[config.mk]
export PLATFORM = sky130hd
export DESIGN_NAME = ov7670_reg_cfg
export DESIGN_NICKNAME = d
export VERILOG_FILES = /design/src/rtl/ov7670_cfg_pkg.sv /design/src/rtl/ov7670_reg_rom.sv /design/src/rtl/ov7670_reg_cfg.sv
export SDC_FILE = /design/constraint.sdc
export NUM_CORES = 1
export LEC_CHECK = 0
export ABC_AREA = 1
export BUFFER_PORTS_ARGS = -buffer_cell sky130_fd_sc_hd__buf_2
export CAP_MARGIN = 5
export CORE_UTILIZATION = 33
export CTS_CLUSTER_SIZE = 30
export DETAILED_ROUTE_END_ITERATION = 12
export GPL_TIMING_DRIVEN = 1
export PLACE_DENSITY_LB_ADDON = 0.25
export SYNTH_ARGS = -nofsm -noshare
export SYNTH_HDL_FRONTEND = slang
export SYNTH_HIERARCHICAL = 1
export SYNTH_SLANG_ARGS = --single-unit
[constraint.sdc]
create_clock -name sclk -period 3.3 [get_ports sclk]
set_clock_uncertainty 0.05 [all_clocks]
set_input_delay 0.495 -clock sclk [delete_from_list [all_inputs] [get_ports sclk]]
set_output_delay 0.495 -clock sclk [all_outputs]
set_load 0.005 [all_outputs]
[src/rtl/ov7670_cfg_pkg.sv]
// Shared encodings and constants for the OV7670 register-initialisation sequencer.
// States are one-hot so each bit maps directly onto a single phase of the walk.
package ov7670_cfg_pkg;

    typedef enum logic [5:0] {
        ST_PWRUP  = 6'b000001,
        ST_LOAD   = 6'b000010,
        ST_WRITE  = 6'b000100,
        ST_GAP    = 6'b001000,
        ST_SETTLE = 6'b010000,
        ST_DONE   = 6'b100000
    } cfg_state_e;

    localparam logic [7:0] SOFT_RST_ADDR = 8'h12;
    localparam logic [7:0] SOFT_RST_DATA = 8'h80;
    localparam logic [7:0] END_MARK      = 8'hFF;

    function automatic int unsigned max_u(input int unsigned a, input int unsigned b);
        return (a > b) ? a : b;
    endfunction

endpackage

[src/rtl/ov7670_reg_rom.sv]
// Registered OV7670 init table: q = {addr, data}, one-cycle read latency.
// Indices past the populated entries read back as the end-of-table marker.
module ov7670_reg_rom (
    input  logic        clk,
    input  logic        rst,
    input  logic [7:0]  idx,
    output logic [15:0] q
);
    import ov7670_cfg_pkg::*;

    always_ff @(posedge clk or posedge rst) begin
        if (rst) begin
            q <= '0;
        end else begin
            case (idx)
                8'd0:    q <= {SOFT_RST_ADDR, SOFT_RST_DATA};
                8'd1:    q <= 16'h1101;
                8'd2:    q <= 16'h1204;
                8'd3:    q <= 16'h40D0;
                default: q <= {END_MARK, END_MARK};
            endcase
        end
    end

endmodule

[src/rtl/ov7670_reg_cfg.sv]
// Power-up register sequencer feeding the SCCB write master: walks the init table,
// one level-held write_en per entry, with settle/gap waits and a per-write timeout.
module ov7670_reg_cfg #(
    parameter int unsigned REG_NUM        = 76,
    parameter int unsigned PWRUP_CYCLES   = 150000,
    parameter int unsigned SETTLE_CYCLES  = 50000,
    parameter int unsigned GAP_CYCLES     = 200,
    parameter int unsigned TIMEOUT_CYCLES = 100000
) (
    input  logic       sclk,
    input  logic       rst,
    input  logic       start,
    input  logic       sccb_done,
    output logic       write_en,
    output logic [7:0] sccb_addr,
    output logic [7:0] sccb_data,
    output logic [7:0] cfg_idx,
    output logic       cfg_busy,
    output logic       cfg_done,
    output logic       cfg_err
);
    import ov7670_cfg_pkg::*;

    localparam int unsigned MAX_WAIT = max_u(max_u(PWRUP_CYCLES, SETTLE_CYCLES),
                                             max_u(GAP_CYCLES, TIMEOUT_CYCLES));
    localparam int unsigned CNT_W    = (MAX_WAIT > 1) ? $clog2(MAX_WAIT) : 1;

    localparam logic [CNT_W-1:0] CNT_MAX      = '1;
    localparam logic [CNT_W-1:0] PWRUP_LAST   = CNT_W'(PWRUP_CYCLES - 1);
    localparam logic [CNT_W-1:0] SETTLE_LAST  = CNT_W'(SETTLE_CYCLES - 1);
    localparam logic [CNT_W-1:0] GAP_LAST     = CNT_W'(GAP_CYCLES - 1);
    localparam logic [CNT_W-1:0] TIMEOUT_LAST = CNT_W'(TIMEOUT_CYCLES - 1);
    localparam logic [7:0]       REG_LAST     = 8'(REG_NUM - 1);

    cfg_state_e       state, state_n;
    logic [CNT_W-1:0] cnt, cnt_n;
    logic             we_n, err_n;
    logic [7:0]       addr_n, data_n, idx_n;
    logic [15:0]      rom_q;

    ov7670_reg_rom u_rom (
        .clk (sclk),
        .rst (rst),
        .idx (cfg_idx),
        .q   (rom_q)
    );

    always_ff @(posedge sclk or posedge rst) begin
        if (rst) begin
            state     <= ST_PWRUP;
            cnt       <= '0;
            write_en  <= 1'b0;
            sccb_addr <= '0;
            sccb_data <= '0;
            cfg_idx   <= '0;
            cfg_err   <= 1'b0;
        end else begin
            state     <= state_n;
            cnt       <= cnt_n;
            write_en  <= we_n;
            sccb_addr <= addr_n;
            sccb_data <= data_n;
            cfg_idx   <= idx_n;
            cfg_err   <= err_n;
        end
    end

    always_comb begin
        state_n = state;
        cnt_n   = (cnt == CNT_MAX) ? cnt : cnt + 1'b1;
        we_n    = write_en;
        addr_n  = sccb_addr;
        data_n  = sccb_data;
        idx_n   = cfg_idx;
        err_n   = cfg_err;

        unique case (state)
            ST_PWRUP: begin
                if (cnt == PWRUP_LAST) state_n = ST_LOAD;
            end
            ST_LOAD: begin
                state_n = ST_WRITE;
            end
            ST_WRITE: begin
                // First WRITE cycle issues the request; the timeout window opens with write_en.
                if (!write_en) begin
                    cnt_n = '0;
                    if (rom_q[15:8] == END_MARK) begin
                        state_n = ST_DONE;
                    end else begin
                        we_n   = 1'b1;
                        addr_n = rom_q[15:8];
                        data_n = rom_q[7:0];
                    end
                end else if (sccb_done) begin
                    we_n    = 1'b0;
                    state_n = ST_GAP;
                end else if (cnt == TIMEOUT_LAST) begin
                    we_n    = 1'b0;
                    err_n   = 1'b1;
                    state_n = ST_GAP;
                end
            end
            ST_GAP: begin
                if (cnt == GAP_LAST) begin
                    if (cfg_idx == REG_LAST) begin
                        state_n = ST_DONE;
                    end else if (cfg_idx == 8'd0) begin
                        state_n = ST_SETTLE;
                    end else begin
                        idx_n   = cfg_idx + 8'd1;
                        state_n = ST_LOAD;
                    end
                end
            end
            ST_SETTLE: begin
                if (cnt == SETTLE_LAST) begin
                    idx_n   = 8'd1;
                    state_n = ST_LOAD;
                end
            end
            ST_DONE: begin
                we_n = 1'b0;
                if (start) begin
                    err_n   = 1'b0;
                    idx_n   = 8'd0;
                    state_n = ST_LOAD;
                end
            end
            default: begin
                we_n    = 1'b0;
                state_n = ST_PWRUP;
            end
        endcase

        if (state_n != state) cnt_n = '0;
    end

    assign cfg_done = (state == ST_DONE);
    assign cfg_busy = (state != ST_DONE);

endmodule

Word level (Yosys, flattened, before mapping):

Index checks and enable logic that the tools add are counted.

* divide/modulo/power cells: 0
* reduce and logical (&&, ||, !) cells: 7
* $add $sub $neg: 2
* equal/unequal tests: 26
* shift-type cells: 0
* mux-type cells: 32
* multipliers: 0
* bitwise gates (word level): 2
* order comparisons: 0

Operators with widths (count)
* 18-bit 2-to-1 mux: 4
* 16-bit case mux with 4 select lines: 1
* 6-bit 2-to-1 mux: 9
* 8-bit 2-to-1 mux: 5
* 18-bit equality test (second input constant): 2
* 6-bit case mux with 6 select lines: 1
* 8-bit case mux with 3 select lines: 1
* 18-bit by 1-bit adder with 18-bit output (second input constant): 1
* 18-bit by 16-bit equality test with 1-bit output (second input constant): 1
* 18-bit by 17-bit equality test with 1-bit output (second input constant): 1
* 18-bit by 8-bit equality test with 1-bit output (second input constant): 1
* 8-bit by 2-bit equality test with 1-bit output (second input constant): 2
* 2-bit != test (second input constant): 8
* 8-bit by 1-bit adder with 8-bit output (second input constant): 1
* 8-bit by 1-bit equality test with 1-bit output (second input constant): 1
* 8-bit by 7-bit equality test with 1-bit output (second input constant): 1
* 8-bit equality test (second input constant): 1
* 8-bit zero test: 1
* 1-bit 2-to-1 mux: 8
* 6-bit by 1-bit equality test with 1-bit output (second input constant): 1
* 6-bit by 2-bit equality test with 1-bit output (second input constant): 1
* 6-bit by 3-bit equality test with 1-bit output (second input constant): 1
* 6-bit by 4-bit equality test with 1-bit output (second input constant): 1
* 6-bit by 5-bit equality test with 1-bit output (second input constant): 1
* other kinds (12): 14

* flip-flop bits (word level): 66
* bits of input ports: 4
* memory bits (read-only): 0
* memories: 0
* latch bits: 0
* RAM bits: 0
* word-level logic and storage cells: 77
* output and inout bits: 28

Depth between registers and ports, before layout:

Gate-level depths: netlist of run 1.

* word-level depth: 7
* mapped depth: 11
* mapped depth without buffers: 11

Cells and area by module:

Netlist of run 1, hierarchy kept.

Modules (own cells, without submodules)
* ov7670_reg_cfg: area an instance 3294.4 um2, seq. area each 1252.5 um2, cells an instance 454, instances 1
* ov7670_reg_rom: area an instance 327.8 um2, seq. area each 175.2 um2, cells an instance 35, instances 1

Least setup slack after synthesis of run 1:

Ideal clock, no wire load.

* path type: reg-to-reg
* start: reg cnt[0]
* end: reg cnt[13]
* arrival time: 1.530 ns
* buffers on the path: 1
* period minus slack after synthesis: 1.705 ns
* cell stages (with the launch flop): 12
* setup time: 0.126 ns
* slack: 1.595 ns
* required time: 3.124 ns
* path through: dfrtp_1 > ha_1 > nand2_4 > inv_2 > nand2_4 > nor2_2 > nand3_1 > nand2_2 > nand2_4 > nor2_8 > buf_12 > a21oi_2

* word-level cells in the longest chain between the ends: 7
* elaborated cells between the ends (all ways): 18
* classes of those cells: 1 x add/sub; 6 x eq/ne; 11 x mux

Ends and longest elaborated chain
* start, declared: RTL line ov7670_reg_cfg.sv:36 `logic [CNT_W-1:0] cnt, cnt_n;`
* start signal, assigned: RTL line ov7670_reg_cfg.sv:59 `cnt <= cnt_n;`
* 18-bit by 17-bit equality test with 1-bit output: RTL line ov7670_reg_cfg.sv:98 `end else if (cnt == TIMEOUT_LAST) begin`
* 6-bit 2-to-1 mux: RTL line ov7670_reg_cfg.sv:98
* 6-bit 2-to-1 mux: RTL line ov7670_reg_cfg.sv:95 `end else if (sccb_done) begin`
* 6-bit 2-to-1 mux: RTL line ov7670_reg_cfg.sv:86 `if (!write_en) begin`
* 6-bit case mux with 6 select lines: RTL line ov7670_reg_cfg.sv:77 `unique case (state)`
* 6-bit != test: RTL line ov7670_reg_cfg.sv:136 `if (state_n != state) cnt_n = '0;`
* 18-bit 2-to-1 mux *: RTL line ov7670_reg_cfg.sv:136
* net cnt_n[13]: RTL line ov7670_reg_cfg.sv:36

Mark *: on every way through the listed nets, which the timed path passes. The rest lies on a longest branch.
A chain may end at the register's enable or synchronous reset.

Final worst setup path of run 1:

* start: reg cnt[0]
* end: reg cnt[8]

The elaborated chain is that of the path after synthesis.

==> flow_metrics.py, run 1 <==
metrics = {
    "outcome": {
        "status": "finished clean",
    },
    "global_route": {
        "antenna_found_initial": 0,
        "grt_max_degree": 51,
        "grt_pass1_wl_um": 14200,
        "grt_use_total_pct": 15.8,
        "grt-ovfl-total": 0,
        "grt_pass1_vias": 2990,
    },
    "synth": {
        "ys_seq_area_share_pct": 39.4,
        "yosysWarnings": 6,
        "synth_area_per_cell_um2": 7.41,
        "synthArstFlopShare_pct": 100,
        "synth-edff-count": 0,
        "yosys.area.top_type": "dfrtp_1",
        "synth_seq_cells": 57,
        "ys.flop_type": "dfrtp_1",
        "synthesis.area_mm2": 0.00362,
        "syn-instance-count": 489,
        "synth_cell_types": 36,
        "synth_top_cell_area_share_pct": 38.7,
        "synth_area_leaders": "dfrtp_1, nand2_1, nor2_1, inv_1, nand3_1",
        "syn_nets": 496,
    },
    "worst_setup_path": {
        "worstSetupPathType": "register to register",
        "cp_slowest_cell": "nand2_1",
        "cp_slowest_stage_delay_ns": 0.51,
        "worst-path-max-fanout": 13,
        "arrival_ns": 2.50,
        "crit_chain": "ha_1 -> nand2_4 -> inv_2 -> nand2_4 -> nor2_1 -> nand3_1 -> nand2_1 -> nand2_1 -> nand2_1 -> buf_4 -> a21oi_2",
        "end_kind": "register",
        "crit_buf_inv": 2,
        "cp-start-kind": "register",
        "required_ns": 3.46,
        "cpMostUsedCell": "nand2_1",
        "critical_path.top_delay_family": "simple AND/OR/NAND/NOR gates",
    },
    "layout": {
        "drive_above_1_share_pct": 20.5,
        "diodes": 0,
        "stdcell_count": 653,
        "utilization_pct": 38.5,
        "register_area_mm2": 0.00143,
        "area_growth_pct": 11.1,
        "fillers": 1119,
        "num-nets-final": 519,
        "multi_input_area_mm2": 0.00183,
    },
    "route": {
        "detail_route.wl_per_cell_um": 12.7,
        "viasPerCell": 4.68,
        "dr.first_iter.drc_count": 216,
        "first_pass_iters": 4,
        "ant_nets": 0,
        "drc_errors": 0,
        "wl_um": 8300,
        "via_count": 3053,
    },
    "cts": {
        "ctsHoldBuffers": 0,
        "h-tree-depth": 3,
        "cts_buffer_depth": 2,
        "root_buffer": "clkbuf_8",
        "clk_latency_ns": 0.34,
        "cts.repair.resized": 0,
        "cts_setup_buffers": 0,
        "clock_sinks": 57,
        "cts_tree": "built",
        "cts-buffers-inserted": 9,
        "cts.clk_slew.worst_paths_ns": 0.08,
    },
    "timing": {
        "holdWs_ns": 0.0278,
        "finalHoldViolations": 0,
        "slew_viol_final": 0,
        "max_freq_ghz": 0.428,
        "min_period_ns": 2.33,
        "slew_headroom_pct": 25.9,
        "setup_viol": 0,
        "rsz0062_at_grt": "no",
        "post-route-period-util_pct": 70.7,
        "fin_tns_setup_ns": 0,
        "tightest_slew_ns": 1.11,
    },
    "place": {
        "dp_cells": 637,
        "port_buffers": 31,
        "gp_congestion": 0.893,
        "dp_hpwl_um": 6000,
    },
    "run": {
        "maxCapViolCount": 0,
    },
    "power": {
        "irDropWorstVdd_v": 0.000141,
        "leakagePower_nw": 2.17,
        "p_per_area_mw_per_mm2": 365,
    },
    "min_path": {
        "hold_class": "input pin to async pin",
    },
    "die": {
        "dieArea_mm2": 0.0114,
        "rows": 37,
        "pin_count": 32,
        "core_mm2": 0.0105,
        "die_width_um": 107,
        "dieHeight_um": 107,
        "start_util_pct": 34.6,
    },
}
## cells by family (layout without fill, tap and decap cells)
family,Yosys count,in the layout,synth area share (%)
AO/OA/AOI/OAI,45,45,8.29
XOR/XNOR,13,13,3.14
buffers and inverters,76,104,10.1
AND/OR/NAND/NOR,295,295,38.0
flip-flops,57,57,39.4
adder cells (fa/ha/maj),3,3,1.04
## area by class of cell
class / instances / area share (%)
clock buffers: 9 / 3.08
clock inverters: 7 / 2.55
inverters: 56 / 5.22
multi-input cells: 356 / 45.4
flip-flops and latches: 57 / 35.5
well taps: 136 / 4.23
repair buffers: 32 / 4.04
## per-layer routing
layer | track usage (%) | share of wire, % | vias to the layer above
met5 | 0 | 0 | -
met4 | 6.65 | 2.4 | 0
met3 | 3.22 | 3.5 | 15
met2 | 24.7 | 45 | 59
met1 | 21.2 | 49 | 1406
li1 | - | - | 1573
## synth_stat cells, types with 2 or more instances
master,count
a21oi_1,3
a21oi_2,15
buf_2,4
buf_4,12
buf_6,2
dfrtp_1,56
ha_1,3
inv_1,50
inv_2,6
nand2_1,159
nand2_2,8
nand2_4,6
nand3_1,28
nand3_2,2
nand3b_1,2
nand4_1,10
nor2_1,52
nor2_2,10
nor2_4,5
nor2_8,2
nor3_1,8
o211ai_1,2
o21ai_0,12
o21ai_1,8
o31ai_1,2
xnor2_1,2
xor2_1,11
## where the power goes
part / switching [mW] / leakage [nW] / internal (mW)
clock: 0.320 / 0.110 / 0.432
sequential: 0 / 0.768 / 0.698
combinational: 0.0154 / 1.29 / 0.00177
## through the flow
stage	total power, mW	setup slack (ns)	instance area, um2
after CTS	1.49	0.957	4030
after global placement	0.730	1.06	3800
final	1.47	0.966	4030
after floorplan	0.723	1.56	3620
after global routing	1.52	0.708	4030
after detailed placement	0.730	0.977	3800
## path summary, 6_finish.rpt
| path | start | end | slack [ns] | cells after the start |
|---|---|---|---|---|
| min in group sclk | start | state[1] | 0.38 | 3 |
| min reg2reg | u_rom/q[2] | sccb_data[2] | 0.40 | 2 |
| max in group asynchronous | rst | cnt[5] | 2.13 | 2 |
| min | rst | u_rom/q[9] | 0.03 | 2 |
| max | cnt[0] | cnt[8] | 0.97 | 11 |
| max reg2reg | cnt[0] | cnt[8] | 0.97 | 11 |
## sequential cells by signal, indices dropped and copies added (netlist names)
signal,count
cfg_err,1
cfg_idx,8
sccb_addr,8
write_en,1
u_rom/q,7
state,6
sccb_data,8
cnt,18
## layout by cell type, fill, tap and decap left out, drive strengths merged, types with 2 or more instances in the layout
cell type | netlist | final
nand2 | 173 | 173
nor2 | 69 | 69
inv | 56 | 58
dfrtp | 56 | 56
buf | 19 | 32
nand3 | 30 | 30
o21ai | 21 | 21
a21oi | 18 | 18
xor2 | 11 | 11
nand4 | 10 | 10
clkbuf | 1 | 9
nor3 | 9 | 9
ha | 3 | 3
o31ai | 2 | 2
o211ai | 2 | 2
nand3b | 2 | 2
xnor2 | 2 | 2
clkinv | 0 | 2
bufinv | 0 | 2
(Power assumes the default switching activity.)
==> run 2: changes to the inputs <==
clock period = 2.2 ns   (was 3.3 ns; I/O delays follow)
==> run 2 against run 1 <==
Global-route usage is 0.25 points higher; clock power is 37% higher; worst hold slack improved by 0.18 ns; critical path depth fell by 6; critical path type is now register to primary output; critical endpoint is now cfg_busy; largest cell class unchanged; highest routed layer unchanged.
==> flow_metrics.py, run 2 (synthesis results as in run 1) <==
metrics = {
    "outcome": {
        "status": "finished clean",
    },
    "timing": {
        "min_period_ns": 1.97,
        "max_freq_ghz": 0.508,
        "finalHoldViolations": 0,
        "post-route-period-util_pct": 89.6,
        "fin_tns_setup_ns": 0,
        "slew_viol_final": 0,
        "slew_headroom_pct": 50.7,
        "holdWs_ns": 0.212,
        "setup_viol": 0,
        "tightest_slew_ns": 0.739,
        "rsz0062_at_grt": "no",
    },
    "die": {
        "pin_count": 32,
        "die_width_um": 107,
        "core_mm2": 0.0105,
        "rows": 37,
        "start_util_pct": 34.6,
        "dieArea_mm2": 0.0114,
        "dieHeight_um": 107,
    },
    "run": {
        "maxCapViolCount": 0,
    },
    "cts": {
        "cts-buffers-inserted": 9,
        "cts_buffer_depth": 2,
        "cts.clk_slew.worst_paths_ns": 0.08,
        "cts_setup_buffers": 0,
        "cts_tree": "built",
        "clock_sinks": 57,
        "h-tree-depth": 3,
        "root_buffer": "clkbuf_8",
        "clk_latency_ns": 0.35,
    },
    "worst_setup_path": {
        "required_ns": 1.82,
        "cp-start-kind": "register",
        "worst-path-max-fanout": 5,
        "rrSetupSlack_ns": 0.26,
        "end_kind": "primary output",
        "arrival_ns": 1.59,
        "worstSetupPathType": "register to primary output",
    },
    "global_route": {
        "grt_pass1_vias": 2958,
        "grt-ovfl-total": 0,
        "grt_pass1_wl_um": 14300,
        "antenna_found_initial": 0,
        "grt_max_degree": 36,
        "grt_use_total_pct": 16.0,
    },
    "route": {
        "first_pass_iters": 5,
        "drc_errors": 0,
        "dr.first_iter.drc_count": 313,
        "detail_route.wl_per_cell_um": 12.9,
        "wl_um": 8520,
        "viasPerCell": 4.79,
        "ant_nets": 0,
        "via_count": 3162,
    },
    "power": {
        "irDropWorstVdd_v": 0.000273,
        "p_per_area_mw_per_mm2": 518,
        "leakagePower_nw": 2.19,
    },
    "place": {
        "gp_congestion": 0.882,
        "port_buffers": 31,
        "dp_hpwl_um": 6180,
        "dp_cells": 643,
    },
    "layout": {
        "regMostFlops": "cnt",
        "mostFrequentLayoutCell": "nand2_1",
        "drive_above_1_share_pct": 21.4,
        "layout_common_cells": "nand2_1, dfrtp_1, nor2_1",
        "stdcell_count": 660,
        "num-nets-final": 526,
        "utilization_pct": 38.9,
        "diodes": 0,
        "largest_reg_flops": 18,
        "area_growth_pct": 12.4,
    },
    "min_path": {
        "hold_class": "input pin to register",
    },
}
run 2: final timing paths:
kind | from | endpoint | depth (start not counted)
max in group asynchronous | rst | cnt[7] | 4
hold reg to reg | u_rom/q[2] | sccb_data[2] | 2
hold / removal | start | state[1] | 3
min in group asynchronous | rst | u_rom/q[9] | 3
setup reg to reg | cnt[0] | cnt[2] | 10
setup / recovery | state[2] | cfg_busy | 5
run 2: cell type report:
class                   instances  area, um2
multi-input cells             356       1830
repair buffers                 39        230
well taps                     136        170
inverters                      56        210
clock buffers                  10        138
clock inverters                 6       67.6
flip-flops and latches         57       1430
fillers                      1117       6390
run 2: timing repair:
action | 4_1_cts | 5_1_grt
gates resized for setup | 0 | 0
endpoints found under the setup margin | 0 | 0
hold buffers | 1 | 0
hold endpoints to repair | 7 | 0
run 2: stage by stage:
step                      setup WS [ns]  area, um2  total power [mW]
after CTS                         0.197       4070              2.14
after global placement            0.355       3860              1.10
final                             0.230       4070              2.11
after global routing             0.0987       4070              2.18
after detailed placement          0.279       3860              1.10
after floorplan                   0.495       3620              1.08
run 2: where the power goes:
part / internal (mW) / switching, mW / total [mW]
logic: 0.00616 / 0.0235 / 0.0297
clock network: 0.555 / 0.475 / 1.03
registers: 1.05 / 0 / 1.05
run 2: layer usage:
| metal | vias up | track usage (%) | wire, um |
|---|---|---|---|
| met4 | 0 | 7.63 | 165 |
| li1 | 1587 | - | - |
| met3 | 17 | 2.86 | 433 |
| met2 | 90 | 26.3 | 3960 |
| met1 | 1468 | 20.4 | 3970 |
| met5 | - | 0 | 0 |
run 2: critical path, stage by stage (launching register included):
cell     delay [ns]
dfrtp_1        0.41
nor2_2         0.19
nand2_1        0.11
nor3_4         0.21
inv_1          0.17
buf_2          0.16
